<file path="src/rtl/sound_pkg.sv">
// Shared sound constants for the car simulator piezo path.
// Half-periods are in 50 MHz clocks.
package sound_pkg;

   localparam int DEF_PERIOD_W = 20;
   localparam int DEF_DUR_W    = 25;

   localparam int NOTE_C4 = 95554;
   localparam int NOTE_D4 = 85132;
   localparam int NOTE_E4 = 75843;
   localparam int NOTE_F4 = 71586;
   localparam int NOTE_G4 = 63776;
   localparam int NOTE_A4 = 56818;
   localparam int NOTE_B4 = 50619;
   localparam int NOTE_C5 = 47778;
   localparam int NOTE_D5 = 42566;
   localparam int NOTE_E5 = 37921;

   localparam int CLICK_HI = 12500;
   localparam int CLICK_LO = 15625;
   localparam int HORN     = 62500;

endpackage

</file>
<file path="src/rtl/tone_channel.sv">
// One tone channel: one-shot countdown, tone counter and square-wave level.
// Active while the level request is held or a one-shot is pending.
module tone_channel
   import sound_pkg::*;
#(
   parameter int PERIOD_W = DEF_PERIOD_W,
   parameter int DUR_W    = DEF_DUR_W
) (
   input  logic                clk,
   input  logic                rst,
   input  logic                req,
   input  logic                trig,
   input  logic [PERIOD_W-1:0] period,
   input  logic [DUR_W-1:0]    dur,
   output logic                active,
   output logic                wave
);

   logic [DUR_W-1:0]    dur_cnt;
   logic [PERIOD_W-1:0] tone_cnt;

   assign active = req | (dur_cnt != '0);

   always_ff @(posedge clk or posedge rst) begin
      if (rst) begin
         dur_cnt  <= '0;
         tone_cnt <= '0;
         wave     <= 1'b0;
      end else begin
         if (trig && (dur != '0))
            dur_cnt <= dur;
         else if (dur_cnt != '0)
            dur_cnt <= dur_cnt - 1'b1;

         // >= so a period shortened mid-tone wraps at once
         if (active && (period != '0)) begin
            if (tone_cnt >= period) begin
               tone_cnt <= '0;
               wave     <= ~wave;
            end else begin
               tone_cnt <= tone_cnt + 1'b1;
            end
         end else begin
            tone_cnt <= '0;
            wave     <= 1'b0;
         end
      end
   end

endmodule

</file>
<file path="src/rtl/piezo_tone_arbiter.sv">
// Multi-channel tone generator with fixed-priority arbitration
// onto the single piezo output; channel 0 wins.
module piezo_tone_arbiter
   import sound_pkg::*;
#(
   parameter int NUM_CH   = 4,
   parameter int PERIOD_W = DEF_PERIOD_W,
   parameter int DUR_W    = DEF_DUR_W,
   localparam int CH_W    = (NUM_CH > 1) ? $clog2(NUM_CH) : 1
) (
   input  logic                       clk,
   input  logic                       rst,
   input  logic [NUM_CH-1:0]          ch_req,
   input  logic [NUM_CH-1:0]          ch_trig,
   input  logic [NUM_CH*PERIOD_W-1:0] ch_period,
   input  logic [NUM_CH*DUR_W-1:0]    ch_dur,
   input  logic                       mute,
   output logic                       piezo_out,
   output logic [CH_W-1:0]            active_ch,
   output logic                       busy
);

   logic [NUM_CH-1:0] active;
   logic [NUM_CH-1:0] wave;
   logic [CH_W-1:0]   win;
   logic              busy_next;

   for (genvar g = 0; g < NUM_CH; g++) begin : g_ch
      tone_channel #(
         .PERIOD_W (PERIOD_W),
         .DUR_W    (DUR_W)
      ) u_ch (
         .clk    (clk),
         .rst    (rst),
         .req    (ch_req[g]),
         .trig   (ch_trig[g]),
         .period (ch_period[g*PERIOD_W +: PERIOD_W]),
         .dur    (ch_dur[g*DUR_W +: DUR_W]),
         .active (active[g]),
         .wave   (wave[g])
      );
   end

   // Scan downward so the lowest active index is left in win
   always_comb begin
      win = '0;
      for (int i = NUM_CH - 1; i >= 0; i--) begin
         if (active[i])
            win = CH_W'(i);
      end
   end

   assign busy_next = |active;

   always_ff @(posedge clk or posedge rst) begin
      if (rst) begin
         piezo_out <= 1'b0;
         active_ch <= '0;
         busy      <= 1'b0;
      end else begin
         piezo_out <= (busy_next & ~mute) ? wave[win] : 1'b0;
         active_ch <= win;
         busy      <= busy_next;
      end
   end

endmodule

</file>
<file path="config.mk">
export PLATFORM = sky130hd
export DESIGN_NAME = piezo_tone_arbiter
export DESIGN_NICKNAME = d
export VERILOG_FILES = /design/src/rtl/sound_pkg.sv /design/src/rtl/tone_channel.sv /design/src/rtl/piezo_tone_arbiter.sv
export SDC_FILE = /design/constraint.sdc
export NUM_CORES = 1
export LEC_CHECK = 0
export ABC_AREA = 1
export CAP_MARGIN = 40
export CORE_MARGIN = 2
export CORE_UTILIZATION = 45
export DETAILED_ROUTE_END_ITERATION = 8
export HOLD_SLACK_MARGIN = 0.05
export PLACE_DENSITY = 0.71
export SLEW_MARGIN = 0
export SYNTH_ARGS = -nofsm -noshare
export SYNTH_HDL_FRONTEND = slang
export SYNTH_HIERARCHICAL = 1
export SYNTH_SLANG_ARGS = --single-unit
</file>
<file path="constraint.sdc">
create_clock -name clk -period 4 [get_ports clk]
set_input_delay 1.2 -clock clk [delete_from_list [all_inputs] [get_ports clk]]
set_output_delay 1.2 -clock clk [all_outputs]
set_load 0.02 [all_outputs]
</file>
Word level (Yosys, flattened, before mapping)
Index checks and enable logic that the tools add are counted.
- add/sub/neg operators: 8
- $lt $le $gt $ge: 5
- equal/unequal tests: 4
- muxes and demuxes: 31
- bitwise gates (word level): 10
- reduce and logical (&&, ||, !) cells: 25
- operator list (operator ; count):
    $mux 25 ; 8
    $reduce_bool 25->1 ; 8
    $mux 20 ; 8
    $sub 25x1->25 const B ; 4
    $add 20x1->20 const B ; 4
    $ge 20x20->1 ; 4
    $reduce_bool 20->1 ; 4
    $mux 1 ; 10
    $logic_and 1x1->1 ; 8
    $mux 2 ; 4
    $ne 2x2->1 const B ; 4
    $reduce_bool 2->1 ; 4
    $not 1->1 ; 5
    $or 1x1->1 ; 4
    $reduce_or 4->1 ; 1
    $lt 2x3->1 const B ; 1
    $bmux 1 s2 ; 1
    $and 1x1->1 ; 1
- bits in registers: 188
- input bits: 191
- output and inout bits: 4
- word-level logic and storage cells: 98

Logic depth before layout (Yosys ltp)
- word-level depth: 9
- mapped depth: 15
- gate-level depth less buffers: 15

By module
Netlist, hierarchy kept.
- by module, submodules not included (module ; times used ; cells an instance ; area an instance (um^2) ; seq. area each (um^2)):
    tone_channel at g_ch[1].u_ch ... ; 3 ; 469 ; 3462.1 ; 1151.1
    tone_channel at g_ch[0].u_ch ; 1 ; 468 ; 3362.0 ; 1151.1
    piezo_tone_arbiter ; 1 ; 28 ; 219.0 ; 100.1

Worst setup path after synthesis
Ideal clock, no wire load.
- kind: in2reg
- from: input port ch_period[11]
- to: register g_ch[0].u_ch.tone_cnt[17]
- setup time: 71 ps
- arrival: 2397 ps
- setup slack: 1532 ps
- stages on the path: 9
- cell sequence: inv_1 > ha_1 > a21o_1 > nor2_1 > nand2_1 > a21oi_1 > nand3_2 > buf_6 > nor2_1
- word-level cells in the longest chain between the ends: 3
- ends and longest elaborated chain (element ; RTL line ; source):
    start, declared ; piezo_tone_arbiter.sv:15 ; input logic [NUM_CH*PERIOD_W-1:0] ch_period,
    $ge 20x20->1 / $reduce_bool 20->1 (equally long branches) ; tone_channel.sv:37, tone_channel.sv:36 ;
    $mux 20 / $logic_and 1x1->1 (equally long branches) ; tone_channel.sv:37, tone_channel.sv:36 ;
    $mux 20 (*) ; tone_channel.sv:36 ; if (active && (period != '0)) begin
    end signal, assigned ; tone_channel.sv:41 ; tone_cnt <= tone_cnt + 1'b1;
    end, declared ; tone_channel.sv:20 ; logic [PERIOD_W-1:0] tone_cnt;
Mark *: on every way between the ends. The rest lies on a longest branch, timed or not.
A chain may end at the register's enable or synchronous reset.

Worst setup path after layout
- from: input port ch_period[7]
- to: register g_ch[0].u_ch.tone_cnt[5]
The elaborated chain is that of the path after synthesis.

==> results.py <==
metrics = {
    "clock_network": {
        "clk_latency_ns": 0.44,
        "clk_pin_slew_ns": 0.08,
        "holdBufCountCts": 0,
        "cts_sinks": 188,
        "cts_buffers": 17,
        "cts_tree": "done",
        "cts-root-buf": "clkbuf_16",
        "cts_max_level": 4,
        "postCtsSetupBuffers": 0,
        "cts_resized": 0,
        "cts_buffer_depth": 2,
    },
    "floorplan": {
        "die_y_um": 180,
        "fp.dieW_um": 180,
        "coreArea_um2": 30600,
        "pin_count": 195,
        "start_util": 0.457,
        "die-area_um2": 32500,
        "fp-row-count": 64,
    },
    "min_path": {
        "hp-class": "reg2reg",
        "hp-start": "g_ch[0].u_ch/tone_cnt[0]",
        "whs_path_depth": 1,
        "holdPathEnd": "g_ch[0].u_ch/tone_cnt[0]",
    },
    "logic_synthesis": {
        "synth_top_area_share": 0.337,
        "synthCells": 1903,
        "synth_top_cell_by_area": "dfrtp_1",
        "yosys-top-cells-count": "nand2_1 (510), nor2_1 (274), inv_1 (218), dfrtp_1 (188), nand3_1 (101)",
        "synth_edf_count": 0,
        "synth_most_common_cell": "nand2_1",
        "syn_area_um2": 14000,
        "syn-num-nets": 2182,
        "yosys-top-cells-area": "dfrtp_1 (34%), nand2_1 (14%), ha_1 (7.9%)",
        "synth_seq_cells": 188,
        "synthDistinctLibCells": 36,
        "seq_area_frac_synth": 0.337,
        "ys.flop_type": "dfrtp_1",
        "async_flop_share": 1.00,
        "yosysWarnings": 6,
        "avgSynthCellArea_um2": 7.34,
    },
    "setup_path": {
        "crit_fanout": 20,
        "cpPeakStageDelay_ns": 0.51,
        "setup.worst_path.start_class": "input port",
        "crit_path_end_kind": "flip-flop",
        "slowest_stage": "clkdlybuf4s50_1",
        "crit_chain": "clkdlybuf4s50_1, inv_1, ha_1, nand2_1, inv_1, nand2_1, nand2_1, nand2_1, nand2_1, a21oi_1, nand3_2, nor2_1",
        "r2r_cells": 10,
        "cpMostUsedCell": "nand2_1",
        "arrival_ns": 3.48,
        "r2r_setup_slack_ns": 1.68,
        "crit_type": "in2reg",
        "worstPathRequired_ns": 4.34,
        "crit-reg2reg-launch": "g_ch[0].u_ch/tone_cnt[7]",
        "r2r-end": "g_ch[0].u_ch/tone_cnt[5]",
    },
    "power_and_ir_drop": {
        "pwr-share-seq": 0.445,
        "power_density_nw_per_um2": 314,
        "p_comb_frac": 0.234,
        "leakage_nw": 8.21,
        "p_sw_mw": 1.75,
        "clock_power_share": 0.321,
        "p_int_mw": 3.57,
        "total_power_mw": 5.32,
        "sw_frac_of_total": 0.328,
        "ir_drop_mv": 0.303,
    },
    "outcome": {
        "status": "completed",
    },
    "grt": {
        "grt.total_usage": 0.218,
        "grt_pass1_vias": 12500,
        "grt_antenna_before_repair": 2,
        "grt_max_degree": 47,
        "grt_overflow": 0,
        "grt_first_pass_wirelength_mm": 58.7,
    },
    "route": {
        "top_layer_used": "met4",
        "viasPerCell": 4.96,
        "m1WireLength_mm": 15.8,
        "route.detailed.drc": 0,
        "wl_per_cell_um": 13.8,
        "wl_met3_mm": 1.37,
        "wl_met2_mm": 16.9,
        "drtAntennaViolNets": 0,
        "routed-via-count": 12500,
        "routed_wl_mm": 34.7,
        "drtIter0Drc": 625,
        "drt_pass1_iterations": 5,
    },
    "sta": {
        "finalCriticalPeriod_ns": 3.14,
        "fin_skew_ns": 0.0123,
        "final_hold_viol_count": 0,
        "hold-worst-slack_ns": 0.486,
        "fmaxAchievable_mhz": 319,
        "finalMaxSlewViolations": 0,
        "rsz0062_at_grt": "no",
        "final-setup-viol-count": 0,
        "fin_tns_setup_ns": 0,
        "tightestPinTransition_ns": 0.624,
        "post-route-period-util": 0.785,
        "relSlewSlack": 0.584,
    },
    "job": {
        "maxCapViolations": 0,
    },
    "placement": {
        "placement.io_buffers": 194,
        "dp_hpwl_mm": 27.7,
        "place_congestion": 0.889,
    },
    "finish": {
        "drive_above_1_share": 0.125,
        "area_growth_pct": 21.1,
        "nets": 2384,
        "post-route-util": 0.553,
    },
}
==> flip-flops by register name (all words and copies together) (netlist names) <==
name                cells
active_ch               2
g_ch.u_ch/wave          4
g_ch.u_ch/tone_cnt     80
busy                    1
g_ch.u_ch/dur_cnt     100
piezo_out               1
==> worst max-delay path by stage <==
stage | cells past startpoint | end | slack [ns] | from
after floorplan | 9 | g_ch[0].u_ch/tone_cnt[17] | 1.53 | ch_period[11]
after global placement | 10 | g_ch[2].u_ch/tone_cnt[17] | 0.52 | ch_period[47]
after detailed placement | 9 | g_ch[0].u_ch/tone_cnt[5] | 0.44 | ch_period[11]
after CTS | 9 | g_ch[0].u_ch/tone_cnt[5] | 0.90 | ch_period[11]
after global routing | 12 | g_ch[0].u_ch/tone_cnt[5] | 0.66 | ch_period[5]
final | 12 | g_ch[0].u_ch/tone_cnt[5] | 0.86 | ch_period[7]
==> cells by family (layout without fill, tap and decap cells) <==
| family | Yosys count | in the layout | share of synthesized area |
|---|---|---|---|
| AND/OR/NAND/NOR | 1128 | 1128 | 0.372 |
| buffers and inverters | 268 | 483 | 0.0803 |
| AO/OA/AOI/OAI | 90 | 90 | 0.0438 |
| XOR/XNOR | 141 | 141 | 0.0884 |
| other | 0 | 2 | 0 |
| flip-flops | 188 | 188 | 0.337 |
| adder cells (fa/ha/maj) | 88 | 88 | 0.0788 |
==> layer usage <==
layer,up-vias,global-route usage
li1,6372,-
met4,0,0.0658
met2,292,0.380
met1,5784,0.277
met3,37,0.0335
met5,-,0
==> layout by cell type (no fill, tap or decap), drive strengths merged, types with 18 or more instances in the layout <==
cell	count
nor2	380
nor3	36
o21ai	65
xor2	74
dfrtp	188
nand3	105
xnor2	67
inv	249
a21oi	18
ha	88
clkbuf	18
nand2	545
nand4	49
clkdlybuf4s50	194
==> per-stage QoR <==
| stage | cell area (um2) | setup slack [ns] | instances |
|---|---|---|---|
| floorplan | 14000 | 1.53 | 1903 |
| global placement | 16300 | 0.525 | 2480 |
| detailed placement | 16300 | 0.443 | 2482 |
| CTS | 16900 | 0.904 | 2514 |
| global route | 16900 | 0.657 | 2516 |
| finish | 16900 | 0.861 | 2516 |
==> critical path: cells and delay by family <==
kind | cells | cell delay, ns
fa+ha+maj | 1 | 0.31
buf+inv | 3 | 0.62
compound gates | 1 | 0.27
simple gates | 7 | 1.06
==> power by group through the flow <==
stage | clock network [mW] | logic (mW) | registers (mW)
after detailed placement | 0 | 1.24 | 2.40
after global placement | 0 | 1.19 | 2.39
after CTS | 1.76 | 1.25 | 2.36
after floorplan | 0 | 0.852 | 2.31
after global routing | 1.84 | 1.41 | 2.40
final | 1.71 | 1.24 | 2.37
==> area by class of cell <==
type	count	area (um2)
inverters	247	931
diodes	2	5.00
fillers	2847	13700
repair buffers	204	2050
multi-input cells	1447	8140
flip-flops and latches	188	4700
clock inverters	14	154
clock buffers	18	439
well taps	396	495
(Power assumes the default switching activity.)
